### src/rtl/seg_pkg.sv
// Shared 7-segment display definitions: scheduler state encoding and the blank glyph.
package seg_pkg;

  typedef enum logic [1:0] {
    ST_IDLE = 2'd0,
    ST_LOAD = 2'd1,
    ST_SHOW = 2'd2,
    ST_GAP  = 2'd3
  } seg_state_e;

  localparam logic [6:0] SEG_BLANK = 7'h00;

endpackage

### src/rtl/seg_char_fifo.sv
// Synchronous character FIFO; head is read combinationally, occupancy is a registered count.
module seg_char_fifo #(
  parameter int DEPTH  = 8,
  parameter int CHAR_W = 7
) (
  input  logic                     clk,
  input  logic                     rst_n,
  input  logic                     i_push,
  input  logic                     i_pop,
  input  logic [CHAR_W-1:0]        i_data,
  output logic [CHAR_W-1:0]        o_head,
  output logic [$clog2(DEPTH):0]   o_level,
  output logic                     o_full,
  output logic                     o_empty
);

  localparam int AW = $clog2(DEPTH);

  logic [CHAR_W-1:0] r_mem [DEPTH];
  logic [AW-1:0]     r_wr_ptr;
  logic [AW-1:0]     r_rd_ptr;
  logic [AW:0]       r_level;

  // Pointers wrap naturally because DEPTH is a power of two.
  always_ff @(posedge clk) begin
    if (!rst_n) begin
      r_wr_ptr <= {AW{1'b0}};
      r_rd_ptr <= {AW{1'b0}};
      r_level  <= {(AW+1){1'b0}};
    end else begin
      if (i_push) r_wr_ptr <= r_wr_ptr + AW'(1);
      if (i_pop)  r_rd_ptr <= r_rd_ptr + AW'(1);
      case ({i_push, i_pop})
        2'b10:   r_level <= r_level + (AW+1)'(1);
        2'b01:   r_level <= r_level - (AW+1)'(1);
        default: r_level <= r_level;
      endcase
    end
  end

  always_ff @(posedge clk) begin
    if (i_push) r_mem[r_wr_ptr] <= i_data;
  end

  assign o_head  = r_mem[r_rd_ptr];
  assign o_level = r_level;
  assign o_full  = (r_level == (AW+1)'(DEPTH));
  assign o_empty = (r_level == {(AW+1){1'b0}});

endmodule

### src/rtl/seg_char_scheduler.sv
// Buffers host characters and feeds them one at a time to the 7-seg animator, paced by frame ticks.
// Optional blank gap between characters: define SEG_SCHED_GAP_EN.
module seg_char_scheduler
  import seg_pkg::*;
#(
  parameter int DEPTH     = 8,
  parameter int CHAR_W    = 7,
  parameter int DWELL_W   = 4,
  parameter int GAP_TICKS = 2
) (
  input  logic                   clk,
  input  logic                   rst_n,
  input  logic                   ena,
  input  logic                   frame_tick,
  input  logic                   wr_valid,
  input  logic [CHAR_W-1:0]      wr_char,
  output logic                   wr_ready,
  input  logic [DWELL_W-1:0]     dwell,
  output logic                   anim_strobe,
  output logic [CHAR_W-1:0]      anim_char,
  output logic                   busy,
  output logic [$clog2(DEPTH):0] level,
  output logic                   overflow
);

  seg_state_e          r_state;
  seg_state_e          w_state_nxt;
  logic [DWELL_W-1:0]  r_dwell_cnt;
  logic [DWELL_W-1:0]  w_dwell_nxt;
  logic                r_strobe;
  logic                w_strobe_nxt;
  logic [CHAR_W-1:0]   r_char;
  logic [CHAR_W-1:0]   w_char_nxt;
  logic                r_overflow;
  logic                w_full;
  logic                w_empty;
  logic                w_push;
  logic                w_pop;
  logic [CHAR_W-1:0]   w_head;

  assign w_push = wr_valid && !w_full;

  seg_char_fifo #(
    .DEPTH  (DEPTH),
    .CHAR_W (CHAR_W)
  ) u_fifo (
    .clk     (clk),
    .rst_n   (rst_n),
    .i_push  (w_push),
    .i_pop   (w_pop),
    .i_data  (wr_char),
    .o_head  (w_head),
    .o_level (level),
    .o_full  (w_full),
    .o_empty (w_empty)
  );

  // With ena low every branch is skipped, so state, count and strobe all hold/idle.
  always_comb begin
    w_state_nxt  = r_state;
    w_dwell_nxt  = r_dwell_cnt;
    w_strobe_nxt = 1'b0;
    w_char_nxt   = r_char;
    w_pop        = 1'b0;
    if (ena) begin
      case (r_state)
        ST_IDLE: begin
          if (!w_empty) w_state_nxt = ST_LOAD;
          else          w_state_nxt = ST_IDLE;
        end
        ST_LOAD: begin
          w_pop        = 1'b1;
          w_char_nxt   = w_head;
          w_strobe_nxt = 1'b1;
          w_dwell_nxt  = (dwell == {DWELL_W{1'b0}}) ? DWELL_W'(1) : dwell;
          w_state_nxt  = ST_SHOW;
        end
        ST_SHOW: begin
          if (frame_tick) begin
            w_dwell_nxt = r_dwell_cnt - DWELL_W'(1);
            if (r_dwell_cnt <= DWELL_W'(1)) begin
`ifdef SEG_SCHED_GAP_EN
              w_state_nxt  = ST_GAP;
              w_char_nxt   = CHAR_W'(SEG_BLANK);
              w_strobe_nxt = 1'b1;
              w_dwell_nxt  = DWELL_W'(GAP_TICKS);
`else
              w_state_nxt  = ST_IDLE;
              w_dwell_nxt  = {DWELL_W{1'b0}};
`endif
            end else begin
              w_state_nxt = ST_SHOW;
            end
          end else begin
            w_state_nxt = ST_SHOW;
          end
        end
        ST_GAP: begin
          if (frame_tick) begin
            w_dwell_nxt = r_dwell_cnt - DWELL_W'(1);
            if (r_dwell_cnt <= DWELL_W'(1)) begin
              w_state_nxt = ST_IDLE;
              w_dwell_nxt = {DWELL_W{1'b0}};
            end else begin
              w_state_nxt = ST_GAP;
            end
          end else begin
            w_state_nxt = ST_GAP;
          end
        end
        default: begin
          w_state_nxt = ST_IDLE;
          w_dwell_nxt = {DWELL_W{1'b0}};
        end
      endcase
    end else begin
      w_state_nxt = r_state;
    end
  end

  always_ff @(posedge clk) begin
    if (!rst_n) begin
      r_state     <= ST_IDLE;
      r_dwell_cnt <= {DWELL_W{1'b0}};
      r_strobe    <= 1'b0;
      r_char      <= {CHAR_W{1'b0}};
      r_overflow  <= 1'b0;
    end else begin
      r_state     <= w_state_nxt;
      r_dwell_cnt <= w_dwell_nxt;
      r_strobe    <= w_strobe_nxt;
      r_char      <= w_char_nxt;
      if (wr_valid && w_full) r_overflow <= 1'b1;
    end
  end

  assign wr_ready    = !w_full;
  assign anim_strobe = r_strobe;
  assign anim_char   = r_char;
  assign busy        = (r_state != ST_IDLE);
  assign overflow    = r_overflow;

endmodule

### config.mk
export PLATFORM = sky130hd
export DESIGN_NAME = seg_char_scheduler
export DESIGN_NICKNAME = d
export VERILOG_FILES = /design/src/rtl/seg_pkg.sv /design/src/rtl/seg_char_fifo.sv /design/src/rtl/seg_char_scheduler.sv
export SDC_FILE = /design/constraint.sdc
export NUM_CORES = 1
export LEC_CHECK = 0
export CORE_MARGIN = 5
export CORE_UTILIZATION = 57
export DETAILED_ROUTE_END_ITERATION = 6
export HOLD_SLACK_MARGIN = 0.05
export PLACE_DENSITY = 0.88
export SYNTH_ARGS = -nofsm -noshare
export SYNTH_HDL_FRONTEND = slang
export SYNTH_HIERARCHICAL = 1
export SYNTH_SLANG_ARGS = --single-unit
### constraint.sdc
create_clock -name clk -period 3.36 [get_ports clk]
set_clock_uncertainty 0.05 [all_clocks]
set_input_delay 0.336 -clock clk [delete_from_list [all_inputs] [get_ports clk]]
set_output_delay 0.336 -clock clk [all_outputs]
set_load 0.03 [all_outputs]
# Word-level counts from Yosys, hierarchy flattened
# Memories as Yosys holds them, arrays and structs flattened. A register that Yosys moved wholly into a read port is not among the register bits.
# Cells that the tools add are included.
# Widths: inputs -> output; s select.
# totals
regBits,18
mem_bits_rw,56
inputBits,16
out_inout_bits,15
wordCells,49
n_memories,1
# mem_list
name,words,width,read_ports,rd_clocked_by_memory_dff,write_ports,line,source
u_fifo.r_mem,8,7,1,1,1,seg_char_fifo.sv:19,logic [CHAR_W-1:0] r_mem [DEPTH];
# classes
add_sub_neg,5
magnitude_cmp,1
eq_ne,7
mux,15
reduce_logical,13
# op_table
operator,n
$pmux 4 s2,2
$mux 4,3
$logic_not 4->1,2
$mux 2,4
$pmux 2 s4,1
$sub 4x1->4 const B,2
$add 3x1->3 const B,2
$eq 2x2->1 const B,3
$reduce_bool 2->1,3
$mux 1,5
$add 4x1->4 const B,1
$eq 2x1->1 const B,2
$eq 4x4->1 const B,1
$le 4x1->1 const B,1
$reduce_and 3->1,1
$logic_and 1x1->1,2
$logic_not 1->1,2
$logic_not 2->1,1
$ne 2x1->1 const B,1
$reduce_and 2->1,1
$reduce_or 2->1,1

# Longest topological paths before layout
# Gate-level depths: netlist of the first run.
# depth
ltp_word,5
mapped_depth,12
ltp_nobuf,10

# Cells and area by module
# The synthesis of the first run kept the hierarchy.
# by_module_without_submodules
mod,n_inst,cells_each,area_per_inst_um2,seq_area_each_um2
seg_char_fifo,1,152,2825.2,1941.9
seg_char_scheduler,1,79,718.2,300.3

# Worst setup path after synthesis of the first run
# Ideal clock, no wire load.
# synth_path
path_type,reg2reg
startpoint,"register u_fifo.r_level[1], in the netlist u_fifo/o_level[1]"
endpoint,"register u_fifo.r_level[2], in the netlist u_fifo/o_level[2]"
setup_time_ps,76
arrival_ps,2478
required_time_ps,3234
setup_slack_ps,756
path_stages_with_launch,12
path_buffers,1
synth_period_minus_slack_ps,2604
cell_sequence,dfxtp_1 > clkbuf_2 > nor4b_1 > nor2b_1 > inv_1 > ha_1 > xor2_1 > ha_1 > a21oi_1 > xor2_1 > or3_1 > a21boi_0
# synth_between
elab_chain_len,5
elab_cells_between_ends,9
cone_classes,add/sub: 2; eq/ne: 3; mux: 1; reduce/logical: 3
# synth_rtl
item,line,source
start: declaration,seg_char_fifo.sv:22,logic [AW:0] r_level;
start signal: assignment,seg_char_fifo.sv:29,r_level <= {(AW+1){1'b0}};
start signal: assignment,seg_char_fifo.sv:34,2'b10: r_level <= r_level + (AW+1)'(1);
start signal: assignment,seg_char_fifo.sv:35,2'b01: r_level <= r_level - (AW+1)'(1);
$eq 4x4->1 *,seg_char_fifo.sv:47,assign o_full = (r_level == (AW+1)'(DEPTH));
net w_full,seg_char_scheduler.sv:35,logic w_full;
$logic_not 1->1 *,seg_char_scheduler.sv:41,assign w_push = wr_valid && !w_full;
$logic_and 1x1->1 *,seg_char_scheduler.sv:41,
net w_push,seg_char_scheduler.sv:37,logic w_push;
$eq 2x1->1 or $eq 2x2->1 (tied branches),seg_char_fifo.sv:33,"case ({i_push, i_pop})"
$pmux 4 s2 or $reduce_bool 2->1 (tied branches),-,
# Mark *: on every way through the listed nets, which the timed path passes. The rest lies on a longest branch.
# A chain may end at the register's enable or synchronous reset.

# Final worst setup path of the first run
# layout_path
startpoint,"register u_fifo.r_level[1], in the netlist u_fifo/o_level[1]"
endpoint,"register u_fifo.r_level[3], in the netlist u_fifo/o_level[3]"
# The elaborated chain is that of the path after synthesis.

==> results.json, run 1 <==
{
  "setup_violations": 0,
  "crit_arrival_ns": 2.84,
  "grt_pass1_vias": 1950,
  "yosys.area_share.adder_pct": 2.47,
  "grt_pass1_wl_um": 9690,
  "syn_inst": 231,
  "cp_max_fo": 8,
  "clk_latency_ns": 0.35,
  "rsz0062_at_grt": "false",
  "powerDensity_mw_per_mm2": 538,
  "ant_nets": 0,
  "yosys.area_share.simple_pct": 8.33,
  "power_w": 0.00220,
  "synth.top_cell.area_share_pct": 47.5,
  "wl_per_cell_um": 18.1,
  "synth_xor_area_share_pct": 1.98,
  "fill_cells": 375,
  "post_cts_resized": 0,
  "worst_pin_slew_ns": 0.801,
  "rows": 28,
  "grt_antenna_before_repair": 0,
  "swShare_pct": 25.6,
  "drt-vias-per-instance": 5.72,
  "place_inst": 329,
  "wl_met1_um": 2650,
  "vias": 1973,
  "routed_wl_um": 6250,
  "reg2reg_depth": 8,
  "power_frac_seq_pct": 54.1,
  "clockBufferDepth": 2,
  "cts_buffers": 9,
  "power.switching_w": 0.000563,
  "synth-compound-area-share_pct": 4.87,
  "timing.max_cap.violations": 0,
  "grt_util_all_layers_pct": 17.3,
  "io_pins": 31,
  "syn_nets": 254,
  "top_layer": "met4",
  "crit_path_start_kind": "flip-flop",
  "n_antenna_cell": 0,
  "die-area_mm2": 0.00789,
  "ir_worst_vdd_mv": 0.473,
  "post_cts_buffers": 0,
  "start_util_pct": 59.1,
  "gp_congestion": 0.812,
  "nets": 288,
  "hold_violations": 0,
  "yosysSeqAreaShare_pct": 63.3,
  "internal_power_w": 0.00164,
  "p_leak_nw": 1.48,
  "io_buffer_count": 30,
  "root_buffer": "clkbuf_8",
  "fin_cells": 345,
  "tritoncts": "built",
  "required_ns": 3.58,
  "dr_wl_met2_um": 3170,
  "wl_met3_um": 312,
  "end_kind": "flip-flop",
  "synthToLayoutAreaGrowth_pct": 15.5,
  "tns_ns": 0,
  "grt_overflow": 0,
  "synth_mux_area_share_pct": 16.0,
  "layout-drive-gt1-share_pct": 12.2,
  "hpwl_um": 4210,
  "path_clk_slew_ns": 0.08,
  "avgSynthCellArea_um2": 15.3,
  "clkPwrFrac_pct": 33.6,
  "dr.first_iter.drc_count": 97,
  "synth.largest_area_cell": "edfxtp_1",
  "grt_max_degree": 19,
  "yosys_warnings": 6,
  "max_slew_margin_pct": 46.4,
  "die_h_um": 88.8,
  "synth_seq_cells": 84,
  "hold_class": "flip-flop to flip-flop",
  "final.min_clock_period_ns": 2.61,
  "ys_types": 44,
  "die_w_um": 88.8,
  "cts.sinks": 84,
  "drc": 0,
  "p_comb_share_pct": 12.3,
  "outcome": "completed",
  "yosys_most_used_dff": "edfxtp_1",
  "htreeDepth": 3,
  "firstDrtPassIters": 6,
  "timing.final.crit_share_pct": 77.8,
  "final_util_pct": 68.3,
  "min_path_cells": 2,
  "synth_top_family_by_area": "multiplexers",
  "core_mm2": 0.00599,
  "synth_area_leaders": "edfxtp_1 (47%), dfxtp_1 (16%), mux4_1 (10%)",
  "synth_edf_count": 56,
  "fmax_mhz": 382,
  "postCtsHoldBufs": 0,
  "synth_area_mm2": 0.00354,
  "slew_violations": 0,
  "timing_worst_setup_path_type": "flip-flop to flip-flop",
  "async_reset_ff_share_pct": 0
}
==> flip-flops by register name, indices dropped and copies added (netlist names), named ones only <==
name / cells
u_fifo/r_rd_ptr: 3
overflow: 1
u_fifo/r_mem: 56
r_dwell_cnt: 4
u_fifo/o_level: 4
u_fifo/r_wr_ptr: 3
r_state: 2
anim_strobe: 1
anim_char: 7
==> power groups by stage <==
stage,Clock [W],Combinational (W),Sequential (W)
5_1_grt,0.000798,0.000293,0.00120
4_1_cts,0.000757,0.000270,0.00119
2_1_floorplan,0,0.000177,0.00122
6_report,0.000738,0.000270,0.00119
3_5_place_dp,0,0.000269,0.00121
3_3_place_gp,0,0.000262,0.00121
==> metal layers <==
metal | vias up | global-route usage, %
met4 | 0 | 8.93
met1 | 958 | 21.2
met3 | 10 | 3.72
met5 | - | 0
met2 | 61 | 28.9
li1 | 944 | -
==> cells in the mapped netlist, types with 2 or more instances <==
master / count
edfxtp_1: 56
dfxtp_1: 28
nor2_1: 16
mux4_1: 14
mux2i_1: 11
nand2_1: 10
inv_1: 9
mux2_2: 8
ha_1: 7
and2_1: 6
o21ai_0: 6
a21oi_1: 5
nand2b_1: 5
xor2_1: 5
clkbuf_1: 4
nor2b_1: 4
nor3_1: 4
xnor2_1: 3
a31oi_1: 2
buf_6: 2
nor4_1: 2
nor4b_1: 2
==> worst max-delay path, stage by stage (launching register included) <==
cell and delay, ns:
dfxtp_1 0.39, nor4b_1 0.48, nor2b_1 0.23, inv_1 0.13
ha_1 0.26, nand2_1 0.07, mux2_2 0.27, o41ai_1 0.41
mux2i_1 0.25
==> logic make-up after synthesis <==
group / Yosys count
simple gates: 56
flops: 84
fa+ha+maj: 7
buf+inv: 19
compound gates: 24
mux: 33
xor+xnor: 8
==> area by class of cell <==
class / instances / area (um2) / area share, %
inverter: 9 / 33.8 / 0.826
tap: 75 / 93.8 / 2.29
clock buffer: 9 / 124 / 3.03
multi-input combinational: 128 / 1190 / 29.2
sequential: 84 / 2240 / 54.8
clock inverter: 7 / 81.3 / 1.99
timing repair buffer: 33 / 323 / 7.89
==> stage by stage <==
stage          instance area [um2]  hold slack [ns]  setup WS, ns
6_report                      4090            0.436         0.745
5_1_grt                       4090            0.477         0.556
4_1_cts                       4090            0.440         0.748
3_5_place_dp                  3890            0.416         0.584
3_3_place_gp                  3890            0.404         0.648
2_1_floorplan                 3540            0.385         0.756
==> final timing paths <==
kind | slack [ns] | startpoint | end
worst max-delay path | 0.75 | u_fifo/o_level[1]$_SDFFE_PN0P_ | u_fifo/o_level[3]$_SDFFE_PN0P_
worst min-delay path | 0.44 | overflow$_SDFFE_PN0P_ | overflow$_SDFFE_PN0P_
worst max register to register | 0.75 | u_fifo/o_level[1]$_SDFFE_PN0P_ | u_fifo/o_level[3]$_SDFFE_PN0P_
worst min register to register | 0.44 | overflow$_SDFFE_PN0P_ | overflow$_SDFFE_PN0P_
==> layout by cell type (no fill, tap or decap), types with 2 or more instances in the layout <==
master           netlist  final
edfxtp_1              56     56
clkdlybuf4s50_1        0     30
dfxtp_1               28     28
nor2_1                16     16
mux4_1                14     14
mux2i_1               11     11
nand2_1               10     10
inv_1                  9      9
clkbuf_8               0      9
mux2_2                 8      8
ha_1                   7      7
o21ai_0                6      6
and2_1                 6      6
nand2b_1               5      5
a21oi_1                5      5
xor2_1                 5      5
nor2b_1                4      4
nor3_1                 4      4
inv_6                  0      3
buf_4                  1      3
xnor2_1                3      3
nor4_1                 2      2
a31oi_1                2      2
nor4b_1                2      2
(Power assumes the default switching activity.)
==> run 2: changes to the inputs <==
clock period = 2.59 ns   (was 3.36 ns; I/O delays follow)
==> run 2 against run 1 <==
Net effect: sequential power grew 29%; largest power group unchanged; power grew 26%; critical path depth grew 2; cell area grew 2.0%.
==> results.json, run 2 (synthesized netlist as in run 1, its figures left out) <==
{
  "multiInputGateArea_mm2": 0.00121,
  "swShare_pct": 26.3,
  "hpwl_um": 4320,
  "routed_wl_um": 6100,
  "cp_max_fo": 8,
  "setup_violations": 0,
  "power_frac_seq_pct": 55.6,
  "drt-vias-per-instance": 5.62,
  "crit_slowest_cell": "dfxtp_1",
  "fill_cells": 396,
  "nets": 300,
  "hold_violations": 0,
  "internal_power_w": 0.00204,
  "n_antenna_cell": 0,
  "io_buffer_count": 30,
  "clkPwrFrac_pct": 30.6,
  "final_cell_mix": "edfxtp_1 (56), clkdlybuf4s50_1 (30), dfxtp_1 (27), nor2_1 (16), buf_4 (15)",
  "max_slew_margin_pct": 60.7,
  "grt_max_degree": 17,
  "crit_path_start_kind": "flip-flop",
  "worst_pin_slew_ns": 0.588,
  "start_util_pct": 59.1,
  "die_w_um": 88.8,
  "die_h_um": 88.8,
  "layout-drive-gt1-share_pct": 16.7,
  "layout_commonest_cell": "edfxtp_1",
  "required_ns": 2.81,
  "rsz0062_at_grt": "false",
  "tritoncts": "built",
  "p_leak_nw": 1.53,
  "ir_worst_vdd_mv": 0.441,
  "clockBufferDepth": 2,
  "hold_class": "flip-flop to flip-flop",
  "timing_worst_setup_path_type": "flip-flop to flip-flop",
  "wl_per_cell_um": 17.1,
  "post_cts_buffers": 0,
  "cts.sinks": 84,
  "final.min_clock_period_ns": 2.38,
  "dr.first_iter.drc_count": 87,
  "die-area_mm2": 0.00789,
  "slew_violations": 0,
  "grt_pass1_vias": 2055,
  "crit_chain": "nor4b_4, nor2b_1, inv_1, ha_1, xor2_1, ha_1, a21oi_1, xor2_1, or3_1, a21boi_0",
  "synthToLayoutAreaGrowth_pct": 17.8,
  "grt_overflow": 0,
  "power.switching_w": 0.000725,
  "vias": 2005,
  "timing.final.crit_share_pct": 91.8,
  "register_area_mm2": 0.00224,
  "dp_slack_ns": 0.0677,
  "slowest_delay_ns": 0.50,
  "reg2reg_slack_ns": 0.21,
  "firstDrtPassIters": 4,
  "final_util_pct": 69.7,
  "p_comb_share_pct": 13.8,
  "htreeDepth": 3,
  "largest_reg_flops": 56,
  "timing.max_cap.violations": 0,
  "drc": 0,
  "ant_nets": 0,
  "root_buffer": "clkbuf_8",
  "fin_ws_ns": 0.213,
  "grt_util_all_layers_pct": 16.9,
  "grt_pass1_wl_um": 9690,
  "crit_arrival_ns": 2.60,
  "end_kind": "flip-flop",
  "grt_antenna_before_repair": 0,
  "gp_congestion": 0.874,
  "rows": 28,
  "top_register": "u_fifo/r_mem",
  "cts_buffers": 9,
  "clk_latency_ns": 0.35,
  "core_mm2": 0.00599,
  "io_pins": 31,
  "path_clk_slew_ns": 0.08,
  "power_w": 0.00276,
  "fmax_mhz": 421,
  "outcome": "completed",
  "powerDensity_mw_per_mm2": 662,
  "tns_ns": 0
}
## run 2: changes by cell type in the layout (fill, tap and decap cells not counted), sizes merged
cell      delta
inv          -1
buf         +12
bufinv       -1
clkinvlp     +2
## run 2: repair_timing
action	CTS	global route
endpoints found under the setup margin	0	2
hold buffers	0	0
gates resized for setup	0	2
## run 2: worst paths after layout
check                                               startpoint                             end  depth (start not counted)
worst max-delay path            u_fifo/o_level[2]$_SDFFE_PN0P_  u_fifo/o_level[2]$_SDFFE_PN0P_                         10
worst min-delay path                     overflow$_SDFFE_PN0P_           overflow$_SDFFE_PN0P_                          2
worst max register to register  u_fifo/o_level[2]$_SDFFE_PN0P_  u_fifo/o_level[2]$_SDFFE_PN0P_                         10
worst min register to register           overflow$_SDFFE_PN0P_           overflow$_SDFFE_PN0P_                          2
## run 2: layer usage
metal  part of all wire (%)  GRT usage [%]  wire length [um]  vias up
met2                     51           29.1              3120       54
li1                       -              -                 -      973
met5                      0              0                 0        -
met3                    5.5           5.49               333        6
met4                   0.69           5.91                42        0
met1                     43           19.8              2600      972
## run 2: power by group through the flow
stage	clock network, W	logic [W]	registers [W]
2_1_floorplan	0	0.000230	0.00158
3_3_place_gp	0	0.000369	0.00156
3_5_place_dp	0	0.000382	0.00156
4_1_cts	0.000871	0.000384	0.00153
5_1_grt	0.000919	0.000417	0.00154
6_report	0.000844	0.000382	0.00154
## run 2: cell type report
class	instances	share of cell area [%]
clock buffers	9	2.97
clock inverters	7	1.41
inverters	9	0.809
multi-input cells	128	28.9
flip-flops and latches	84	53.7
well taps	75	2.25
repair buffers	45	9.89
## run 2: worst max-delay path: cells and delay by family (launching register included)
family                     cells  cell delay (ns)
adders and majority gates      2             0.46
and+or+nand+nor                3             0.59
DFF                            1             0.50
buffers and inverters          1             0.09
AOI/OAI and AO/OA              2             0.34
xor gates and xnor gates       2             0.26
## run 2: stage by stage
step                std cells  hold WS (ns)  instance area [um2]
detailed placement        341         0.442                 3980
global placement          341         0.411                 3980
finish                    357         0.453                 4180
global route              357         0.493                 4180
CTS                       357         0.460                 4160
floorplan                 231         0.308                 3540
